$ cat src/rtl/screen_scanner.sv
// screen_scanner: raster scan-out timing, blanked RGB pipeline and frame/vblank ticks.
// Counters step on a divided pixel enable; video outputs lag the counters by one pixel.
module screen_scanner #(
    parameter int SCR_W   = 400,
    parameter int SCR_H   = 700,
    parameter int H_FP    = 16,
    parameter int H_SYNC  = 48,
    parameter int H_BP    = 40,
    parameter int V_FP    = 3,
    parameter int V_SYNC  = 4,
    parameter int V_BP    = 13,
    parameter int CLK_DIV = 2
) (
    input  logic        clk,
    input  logic        reset,
    input  logic        run,
    input  logic [23:0] rgb_in,
    output logic [9:0]  pix_x,
    output logic [9:0]  pix_y,
    output logic [23:0] rgb_out,
    output logic        de,
    output logic        hsync,
    output logic        vsync,
    output logic        frame_start,
    output logic        vblank_tick
);
    localparam int H_TOTAL = SCR_W + H_FP + H_SYNC + H_BP;
    localparam int V_TOTAL = SCR_H + V_FP + V_SYNC + V_BP;
    localparam int DW      = CLK_DIV > 1 ? $clog2(CLK_DIV) : 1;

    logic [DW-1:0] div_cnt;
    logic          pix_en, active, x_last, y_last, hs_on, vs_on;

    assign pix_en = run && div_cnt == DW'(CLK_DIV - 1);
    assign active = pix_x < 10'(SCR_W) && pix_y < 10'(SCR_H);
    assign x_last = pix_x == 10'(H_TOTAL - 1);
    assign y_last = pix_y == 10'(V_TOTAL - 1);
    assign hs_on  = pix_x >= 10'(SCR_W + H_FP) && pix_x <= 10'(SCR_W + H_FP + H_SYNC - 1);
    assign vs_on  = pix_y >= 10'(SCR_H + V_FP) && pix_y <= 10'(SCR_H + V_FP + V_SYNC - 1);

    always_ff @(posedge clk or negedge reset) begin
        if (!reset) begin
            div_cnt     <= '0;
            pix_x       <= '0;
            pix_y       <= '0;
            rgb_out     <= '0;
            de          <= 1'b0;
            hsync       <= 1'b1;
            vsync       <= 1'b1;
            frame_start <= 1'b0;
            vblank_tick <= 1'b0;
        end else if (!run) begin
            div_cnt     <= '0;
            pix_x       <= '0;
            pix_y       <= '0;
            rgb_out     <= '0;
            de          <= 1'b0;
            hsync       <= 1'b1;
            vsync       <= 1'b1;
            frame_start <= 1'b0;
            vblank_tick <= 1'b0;
        end else begin
            div_cnt     <= pix_en ? '0 : DW'(div_cnt + 1'b1);
            frame_start <= pix_en && pix_x == '0 && pix_y == '0;
            // last pixel of the last visible line: the next line is the first blank one
            vblank_tick <= pix_en && x_last && pix_y == 10'(SCR_H - 1);
            if (pix_en) begin
                pix_x   <= x_last ? '0 : pix_x + 10'd1;
                if (x_last)
                    pix_y <= y_last ? '0 : pix_y + 10'd1;
                de      <= active;
                rgb_out <= active ? rgb_in : 24'h0;
                hsync   <= !hs_on;
                vsync   <= !vs_on;
            end
        end
    end
endmodule
$ cat config.mk
export PLATFORM = sky130hd
export DESIGN_NAME = screen_scanner
export DESIGN_NICKNAME = d
export VERILOG_FILES = /design/src/rtl/screen_scanner.sv
export SDC_FILE = /design/constraint.sdc
export NUM_CORES = 1
export LEC_CHECK = 0
export ABC_AREA = 1
export CELL_PAD_IN_SITES_DETAIL_PLACEMENT = 1
export CELL_PAD_IN_SITES_GLOBAL_PLACEMENT = 1
export CORE_ASPECT_RATIO = 0.5
export CORE_MARGIN = 2
export CORE_UTILIZATION = 35
export DETAILED_ROUTE_END_ITERATION = 8
export PLACE_DENSITY = 0.87
export SKIP_LAST_GASP = 1
export SLEW_MARGIN = 20
export SYNTH_ARGS = -nofsm -noshare
export SYNTH_HDL_FRONTEND = slang
export SYNTH_SLANG_ARGS = --single-unit
$ cat constraint.sdc
create_clock -name clk -period 1.6 [get_ports clk]
set_input_delay 0.16 -clock clk [delete_from_list [all_inputs] [get_ports clk]]
set_output_delay 0.16 -clock clk [all_outputs]
set_load 0.02 [all_outputs]
==> out/metrics.cfg, run 1 <==
[critical_path]
path_max_fanout=4
end_kind=output port
rrSetupSlack_ns=0.03
r2r-end=pix_y[3]
start_kind=flop
timing.rr.start=pix_y[0]
arrival_ns=1.46
rr_worst_depth=8
critPathKind=reg2out
worst-endpoint-required_ns=1.44

[grt]
track_usage_pct=20.6
grt_pass1_wl_um=13700
overflow=0
grt_pass1_vias=2732
antenna_found_initial=0
grt_max_degree=51

[synthesis]
synthTopCellsByCount=nand2_1, dfrtp_1, nand4_1
ys_ff_latch=50
syn-num-nets=355
synthDistinctLibCells=35
synth_top_area_share_pct=44.4
synth_cells=324
synth-edff-count=0
ys_seq_area_share_pct=46.3
ys.flop_type=dfrtp_1
synth-async-reset-ratio_pct=100
ys_warn_count=0
yosysMostFrequentCell=nand2_1
syn-mean-instance-area_sq_um=8.36
yosys.area.top_type=dfrtp_1
mappedNetlistArea_sq_um=2710
synth_area_leaders=dfrtp_1, nand2_1, nand4_1, inv_1, nand3_1

[placed_design]
port_buffers=75
dp_hpwl_um=5830
post-place-ws_ns=-0.0164
gp_congestion=0.802

[clock_tree]
clkTransAtPathRegs_ns=0.07
clkLatencyLatePin_ns=0.30
cts_root_buffer=clkbuf_16
cts_tree=built
htreeDepth=2
ctsLongestPathBuffers=2
cts_sinks=50
cts_inserted_buffers=5

[final_layout]
nNetsFinal=456
seqCellArea_sq_um=1260
multi_input_area_sq_um=1270
utilization_pct=54.0
fill_cells=859
drive_gt1_share_pct=20.2
area_delta_synth_final_pct=47.6
n_antenna_cell=0

[die]
start_util_pct=36.6
core-area_sq_um=7400
die_h_um=66.2
die_w_um=128
dieArea_sq_um=8500
rows=22
pin_count=76

[status]
outcome=finished with violations
violations=negative setup slack

[route]
drt-total-wl_um=9060
drtAntennaViolNets=0
wl_per_cell_um=17.3
drt_iter0_markers=150
drt-pass1-iter-count=4
route.detailed.drc=0
viasPerCell=5.10
vias=2663

[sta]
tightest_slew_ns=0.340
finalSetupViolCount=2
timing.final.ws_setup_ns=-0.0233
drv_slew=0
fin_tns_setup_ns=-0.0329
layout_min_cycle_time_ns=1.62
period_share_pct=101
fin_worst_skew_ns=0.00603
rsz0062_at_grt=yes
max_freq_mhz=616
maxSlewHeadroom_pct=77.4
finalHoldViolations=0

[power]
p_leak_nw=1.87
power_density_nw_per_um2=799
vdd_drop_max_mv=0.383

[flow_run]
maxCapViolCount=0

[hold_path]
hold_class=in2async

[cell type report]
type                    count  area share, %
multi-input cells         224           31.7
flip-flops and latches     50           31.5
repair buffers            105           26.1
inverters                  39           3.79
clock buffers               6           3.48
well taps                  96           3.01
clock inverters             2          0.438
[per-layer routing]
| layer | GRT usage, % | routed length, um |
|---|---|---|
| met2 | 33.4 | 4460 |
| met1 | 27.7 | 4110 |
| met4 | 6.59 | 118 |
| met3 | 4.37 | 375 |
| met5 | 0 | 0 |
[per-stage QoR]
| step | instance area (sq um) | cells | hold slack, ns | power [mW] |
|---|---|---|---|---|
| after floorplan | 2710 | 324 | -0.136 | 1.69 |
| after global placement | 3670 | 504 | 0.172 | 2.01 |
| after detailed placement | 3670 | 504 | 0.177 | 2.03 |
| after CTS | 3840 | 513 | 0.395 | 3.15 |
| after global routing | 4000 | 522 | 0.441 | 3.34 |
| final | 4000 | 522 | 0.387 | 3.19 |
[report_power, final]
part / internal (mW) / leakage (nW) / total, mW / switching [mW]
Sequential: 1.33 / 0.667 / 1.39 / 0.0604
Combinational: 0.312 / 1.13 / 0.674 / 0.361
Clock: 0.629 / 0.0770 / 1.12 / 0.496
Total: 2.27 / 1.87 / 3.19 / 0.918
[state kept, by name, indices dropped and copies added (netlist names)]
signal / count
pix_y: 10
vsync: 1
frame_start: 1
vblank_tick: 1
hsync: 1
div_cnt: 1
pix_x: 10
rgb_out: 24
de: 1
[how the worst max path moves through the flow]
stage | endpoint | start
finish | pix_x[0] | pix_x[0]
global route | rgb_out[14] | pix_y[4]
CTS | hsync | hsync
detailed placement | pix_x[8] | run
global placement | pix_x[8] | run
floorplan | pix_y[3] | pix_x[1]
[critical path, stage by stage, from the launching register on]
cell	delay [ns]
dfrtp_1	0.39
buf_4	0.16
clkdlybuf4s50_1	0.62
[layout by cell type, fill, tap and decap left out, types with 2 or more instances in the layout]
cell type and instances:
clkdlybuf4s50_1 70, buf_12 4, nand3_1 13, nand4_1 32, nor3b_1 2, clkinv_4 2
nand2_4 2, nand2_1 96, nor4_1 2, nand2_2 5, inv_1 30, dfrtp_2 4
nor2_2 6, nor2_4 5, inv_2 7, o21ai_2 2, dfrtp_1 44, clkbuf_16 5
ha_1 3, nand3_2 3, a31oi_1 2, o21ai_0 3, dlymetal6s2s_1 3, nor2_1 17
nand3_4 4, nor3_1 4, buf_4 23, a21oi_1 5, o21ai_1 9, dfstp_2 2
[cell families (layout without fill, tap and decap cells)]
family,count (synthesis),in the layout,share of synthesized area (%)
simple gates,193,193,36.2
xor+xnor,1,1,0.324
fa+ha+maj,4,4,1.85
compound gates,26,26,6.38
flops,50,50,46.3
buf+inv,50,152,8.96
[what timing repair did]
| item | in CTS | in global routing |
|---|---|---|
| pin swaps | 0 | 4 |
| resized for setup | 5 | 20 |
| hold endpoints to repair | 48 | 0 |
| hold buffers | 1 | 0 |
| buffers inserted | 0 | 9 |
| endpoints found under the setup margin | 8 | 42 |
No activity file was read; power rests on OpenSTA's default activity.
==> run 2, diff against run 1 <==
--- a/config.mk
+++ b/config.mk
@@ -10,9 +10,9 @@
 export CELL_PAD_IN_SITES_GLOBAL_PLACEMENT = 1
 export CORE_ASPECT_RATIO = 0.5
 export CORE_MARGIN = 2
-export CORE_UTILIZATION = 35
+export CORE_UTILIZATION = 38
 export DETAILED_ROUTE_END_ITERATION = 8
-export PLACE_DENSITY = 0.87
+export PLACE_DENSITY = 0.93
 export SKIP_LAST_GASP = 1
 export SLEW_MARGIN = 20
 export SYNTH_ARGS = -nofsm -noshare
==> constraint.sdc (replaced) <==
create_clock -name clk -period 2.07 [get_ports clk]
set_input_delay 0.207 -clock clk [delete_from_list [all_inputs] [get_ports clk]]
set_output_delay 0.207 -clock clk [all_outputs]
set_load 0.02 [all_outputs]
==> run 2 against run 1 <==
  * The flow now finishes without violations
  * Setup slack better by 0.29 ns
  * Sequential share of layout area is 2.6 points higher
  * Largest cell class is now flip-flops and latches
  * Worst hold slack worse by 0.37 ns
  * Critical path depth is 7 higher
  * Clock-buffer cell count stayed put
  * Non-clock buffer count is 26 lower
  * Combinational power is 34% lower
  * Via count is 0.68% higher
  * First-iteration DRC count is 4.0% lower
==> out/metrics.cfg, run 2 (synthesis results as in run 1) <==
[grt]
globalRouteMet3Util_pct=4.44
grt.busiest_layer=met2
grt_pass1_vias=2966
grt_util_met2_pct=43.0
overflow=0
track_usage_pct=25.6
grt.met1_usage_pct=32.6
antenna_found_initial=0
grt_pass1_wl_um=15500
grt_max_degree=51

[route]
drt_iter0_markers=144
wl_per_cell_um=18.9
drt-pass1-iter-count=4
drt-total-wl_um=9300
drtAntennaViolNets=0
viasPerCell=5.45
route.detailed.drc=0
vias=2681

[critical_path]
r2r-end=pix_y[9]
endpoint=pix_y[9]
rr_worst_depth=9
worst-endpoint-required_ns=2.30
timing.rr.start=pix_x[0]
end_kind=flop
critPathKind=reg2reg
start_kind=flop
arrival_ns=2.03
startpoint=pix_x[0]
rrSetupSlack_ns=0.27
path_max_fanout=23

[sta]
layout_min_cycle_time_ns=1.80
fin_tns_setup_ns=0
maxSlewHeadroom_pct=51.7
max_freq_mhz=556
fin_worst_skew_ns=0.00646
tightest_slew_ns=0.724
finalSetupViolCount=0
period_share_pct=86.9
finalHoldViolations=0
rsz0062_at_grt=no
drv_slew=0

[placed_design]
placed_cells=484
dp_hpwl_um=6100
gp_congestion=0.868
port_buffers=75

[power]
vdd_drop_max_mv=0.339
power_density_nw_per_um2=689
p_leak_nw=1.70

[clock_tree]
clkTransAtPathRegs_ns=0.07
cts_sinks=50
cts_inserted_buffers=5
cts_tree=built
ctsLongestPathBuffers=2
clkLatencyLatePin_ns=0.30
htreeDepth=2
cts_resized=0
cts_root_buffer=clkbuf_16
ctsHoldBuffers=0
cts_setup_buffers=0

[final_layout]
layout_common_cells=nand2_1, clkdlybuf4s50_1, dfrtp_1, nand4_1, inv_1
n_antenna_cell=0
area_delta_synth_final_pct=36.0
top_regs=rgb_out (24), pix_x (10), pix_y (10)
nNetsFinal=430
final_common_cell=nand2_1
drive_gt1_share_pct=12.8
layout.cells.non_filler=492
regMostFlops=rgb_out
largest_reg_flops=24
fill_cells=833

[die]
start_util_pct=39.9
die_w_um=123
pin_count=76
dieArea_sq_um=7860
core-area_sq_um=6780
die_h_um=63.7
rows=21

[hold_path]
hold_class=in2async

[status]
outcome=finished clean

[flow_run]
maxCapViolCount=0

==> run 2: layout make-up <==
class | count | area, sq um | share of cell area, %
Timing Repair Buffer | 79 | 776 | 21.1
Multi-Input combinational cell | 224 | 1210 | 32.9
Sequential cell | 50 | 1250 | 34.1
Tap cell | 92 | 115 | 3.13
Inverter | 39 | 148 | 4.01
Clock buffer | 6 | 139 | 3.77
Clock inverter | 2 | 38.8 | 1.05
==> run 2: where the power goes <==
part,internal (mW),total [mW],switching (mW),leakage (nW)
clock,0.609,1.01,0.399,0.0875
combinational,0.194,0.443,0.249,0.945
sequential,1.03,1.09,0.0560,0.673
==> run 2: worst min path at each step <==
stage | to | depth (start not counted) | slack [ns] | startpoint
global route | rgb_out[11] | 2 | 0.09 | reset
CTS | rgb_out[5] | 2 | 0.04 | reset
finish | rgb_out[5] | 2 | 0.02 | reset
global placement | rgb_out[11] | 2 | 0.35 | reset
detailed placement | rgb_out[5] | 2 | 0.36 | reset
floorplan | de | 0 | -0.09 | reset
==> run 2: stage by stage <==
stage | hold WS (ns) | utilization, % | total power [mW] | cell area [sq um] | setup slack (ns)
finish | 0.0219 | 54.3 | 2.54 | 3680 | 0.272
global route | 0.0905 | 54.3 | 2.62 | 3680 | 0.128
CTS | 0.0436 | 54.3 | 2.54 | 3680 | 0.292
detailed placement | 0.355 | 51.7 | 1.54 | 3500 | 0.320
global placement | 0.353 | 51.7 | 1.51 | 3500 | 0.445
floorplan | -0.0886 | - | 1.30 | 2710 | 0.567
==> run 2: worst max-delay path, cell delays in order (launching register included) <==
cell and delay [ns]:
dfrtp_1 0.43, ha_1 0.24, nand3_1 0.09, nor2_1 0.19, nand3_2 0.12, nand2_4 0.25, nand3_1 0.13, nand2_1 0.10
nand2_1 0.09, inv_1 0.09
==> run 2: routing by layer <==
layer	part of all wire [%]	wire length, um
met5	0	0
met4	3.5	321
met3	5.7	531
met2	49	4550
met1	42	3900
==> RTL edit, RTL diff (settings of run 1) <==
Change the parameter `CLK_DIV` from 2 to 4.
--- a/src/rtl/screen_scanner.sv
+++ b/src/rtl/screen_scanner.sv
@@ -11,3 +11,3 @@
     parameter int V_BP    = 13,
-    parameter int CLK_DIV = 2
+    parameter int CLK_DIV = 4
 ) (
Check against the original RTL: not equivalent (Yosys sat finds a counterexample within 4 cycles, from zero or initial values and one cycle with reset low).
==> RTL edit against run 1 <==
  * Combinational power decreased by 42%
  * Sequential cell count increased by 1
  * Largest cell class is now registers
  * Highest routed layer unchanged
  * Routed wire length decreased by 7.1%
  * Setup slack improved by 0.052 ns
  * Count of clock-buffer cells in the layout unchanged
  * Largest power group unchanged
  * Area after synthesis decreased by 2.3%
  * Critical path depth decreased by 1
  * Design area decreased by 3.7%
  * Total power decreased by 7.0%
  * Hold slack got worse by 0.015 ns
  * Cell count increased by 2.1%
==> RTL edit: results (changes against run 1) <==
GRT:
- The met2 usage is 38.1% (+4.7 points).
- The number of global-route vias before repair was 2,847 (+4.2%).
- The combined global-route utilization of all metal layers is 21.2% (+0.62 points).
- The wire length of the first global-routing pass was 14,000 microns (+1.8%).
- The met1 capacity usage during global routing is 27.1% (-0.57 points).
- The met3 usage is 3.91% (-0.46 points).
- The pin count of the biggest net entering global routing is 28 (-45%).

Worst setup path:
- The path depth of the worst reg2reg path is 8 (unchanged).
- The largest fanout of any net on the critical path came to 6 (+2).
- The category of cells accounting for the largest share of critical-path delay is buffers and inverters.
- The worst endpoint data arrival time is 1.41 ns (-0.05 ns).
- The register-to-register path setup slack was 0.08 ns (+0.05 ns).
- The critical path's largest stage delay came to 0.65 ns (+0.03 ns).
- The worst register-to-register path begins at pix_y[8].
- The capture point of the critical path is pix_y[8].
- The critical register-to-register path endpoint is rgb_out[3].

Detailed routing:
- The number of detailed-route iterations in the first pass was 4 (unchanged).
- The vias after detailed routing came to 2,647 (-0.60%).
- The number of design-rule violations left by the first detailed-router iteration was 139 (-7.3%).
- The average wire per standard cell was 15.8 microns (-9.0%).

Synth:
- The net count after synthesis was 370 (+4.2%).
- The count of distinct cell types in the synthesized netlist is 28 (-20%).
- The most used flip-flop cell after synthesis is sky130_fd_sc_hd__dfrtp_1.
- By count the netlist is led by 113 x sky130_fd_sc_hd__nand2_1, 49 x sky130_fd_sc_hd__dfrtp_1, 39 x sky130_fd_sc_hd__nand3_1.
- By area the synthesized netlist is led by sky130_fd_sc_hd__dfrtp_1 46%, sky130_fd_sc_hd__nand2_1 16%, sky130_fd_sc_hd__nand3_1 7.4%.
- The share of synthesized area occupied by flip-flops and latches came to 48.3% (+2.0 points).

STA:
- The transition at the pin with the smallest max-transition slack is 0.503 ns (+0.163 ns).
- The maximum clock skew at final layout is 0.0141 ns (+0.00807 ns).

Layout:
- The net count reported at finish is 468 (+2.6%).
- The proportion of layout cells with a drive suffix above 1 is 11.9% (-8.3 points).

Outcome:
- The run finished with clean final reports.

Clock network:
- The source-to-sink clock delay at the later pin of the worst-skew pair was 0.30 ns (about the same).
- The maximum root-to-sink buffer count is 2 (unchanged).

Power and ir drop:
- The peak supply drop is 0.488 mV (+27%).
- The leakage power is 2.00 nW (+6.5%).

Placement:
- The number of input and output port buffers inserted came to 75 (unchanged).
- The routability congestion estimate is 0.878 (+9.4%).
- The final HPWL from detailed placement is 6370 microns (+9.3%).
RTL edit: cell types whose count changed in the layout (fill, tap and decap cells not counted), moves of 6 or more:
cell	before	now
sky130_fd_sc_hd__nand4_1	32	9
sky130_fd_sc_hd__o21ai_1	9	2
sky130_fd_sc_hd__nor3_1	4	10
sky130_fd_sc_hd__nand2_1	96	113
sky130_fd_sc_hd__clkdlybuf4s50_1	70	63
sky130_fd_sc_hd__inv_2	7	1
sky130_fd_sc_hd__nor2_1	17	31
sky130_fd_sc_hd__nand3_1	13	39
RTL edit: logic make-up (layout without fill, tap and decap cells):
logic type	Yosys count	count (layout)	share of synthesized area [%]
simple gates	216	216	36.1
flops	51	51	48.3
buf+inv	44	143	7.62
compound gates	17	17	3.88
fa+ha+maj	5	5	2.37
xor+xnor	5	5	1.66
RTL edit: worst min-delay path by stage:
| stage | from | to | slack (ns) | cells after the start |
|---|---|---|---|---|
| floorplan | reset | de | -0.14 | 0 |
| global placement | reset | rgb_out[14] | 0.15 | 1 |
| detailed placement | reset | rgb_out[14] | 0.15 | 1 |
| CTS | reset | rgb_out[14] | 0.38 | 2 |
| global route | reset | rgb_out[18] | 0.41 | 2 |
| finish | reset | rgb_out[10] | 0.37 | 2 |
RTL edit: timing repair:
| action | in CTS | in global routing |
|---|---|---|
| endpoints found under the hold margin | 17 | 0 |
| setup endpoints to repair | 20 | 29 |
| setup buffers | 0 | 1 |
| cloned | 0 | 0 |
| hold buffers | 1 | 0 |
| gates resized for setup | 5 | 11 |
RTL edit: power by group:
group          internal [W]  total [W]  switching (W)
Combinational      0.000182   0.000393       0.000211
Clock              0.000739    0.00122       0.000483
Sequential          0.00133    0.00135      0.0000232
RTL edit: cell type report:
class	count	area, sq um
Clock buffer	6	129
Clock inverter	2	37.5
Fill cell	917	3480
Inverter	32	125
Multi-Input combinational cell	243	1170
Sequential cell	51	1280
Tap cell	96	120
Timing Repair Buffer	103	983
RTL edit: through the flow:
step | cell area (sq um) | power (W) | std cells | worst slack (ns) | setup TNS, ns
final | 3850 | 0.00297 | 533 | 0.0286 | 0
after global routing | 3850 | 0.00309 | 533 | -0.0250 | -0.0447
after CTS | 3810 | 0.00299 | 532 | 0.00400 | 0
after detailed placement | 3640 | 0.00177 | 523 | -0.00336 | -0.00336
after global placement | 3640 | 0.00176 | 523 | 0.104 | 0
after floorplan | 2650 | 0.00153 | 338 | 0.0737 | 0
RTL edit: per-layer routing:
layer  vias to the layer above  part of all wire, %  wire length (microns)
met2                        51                   50                   4210
met4                         0                 0.95                     80
met5                         -                    0                      0
li1                       1271                    -                      -
met1                      1316                   46                   3850
met3                         9                  3.1                    264
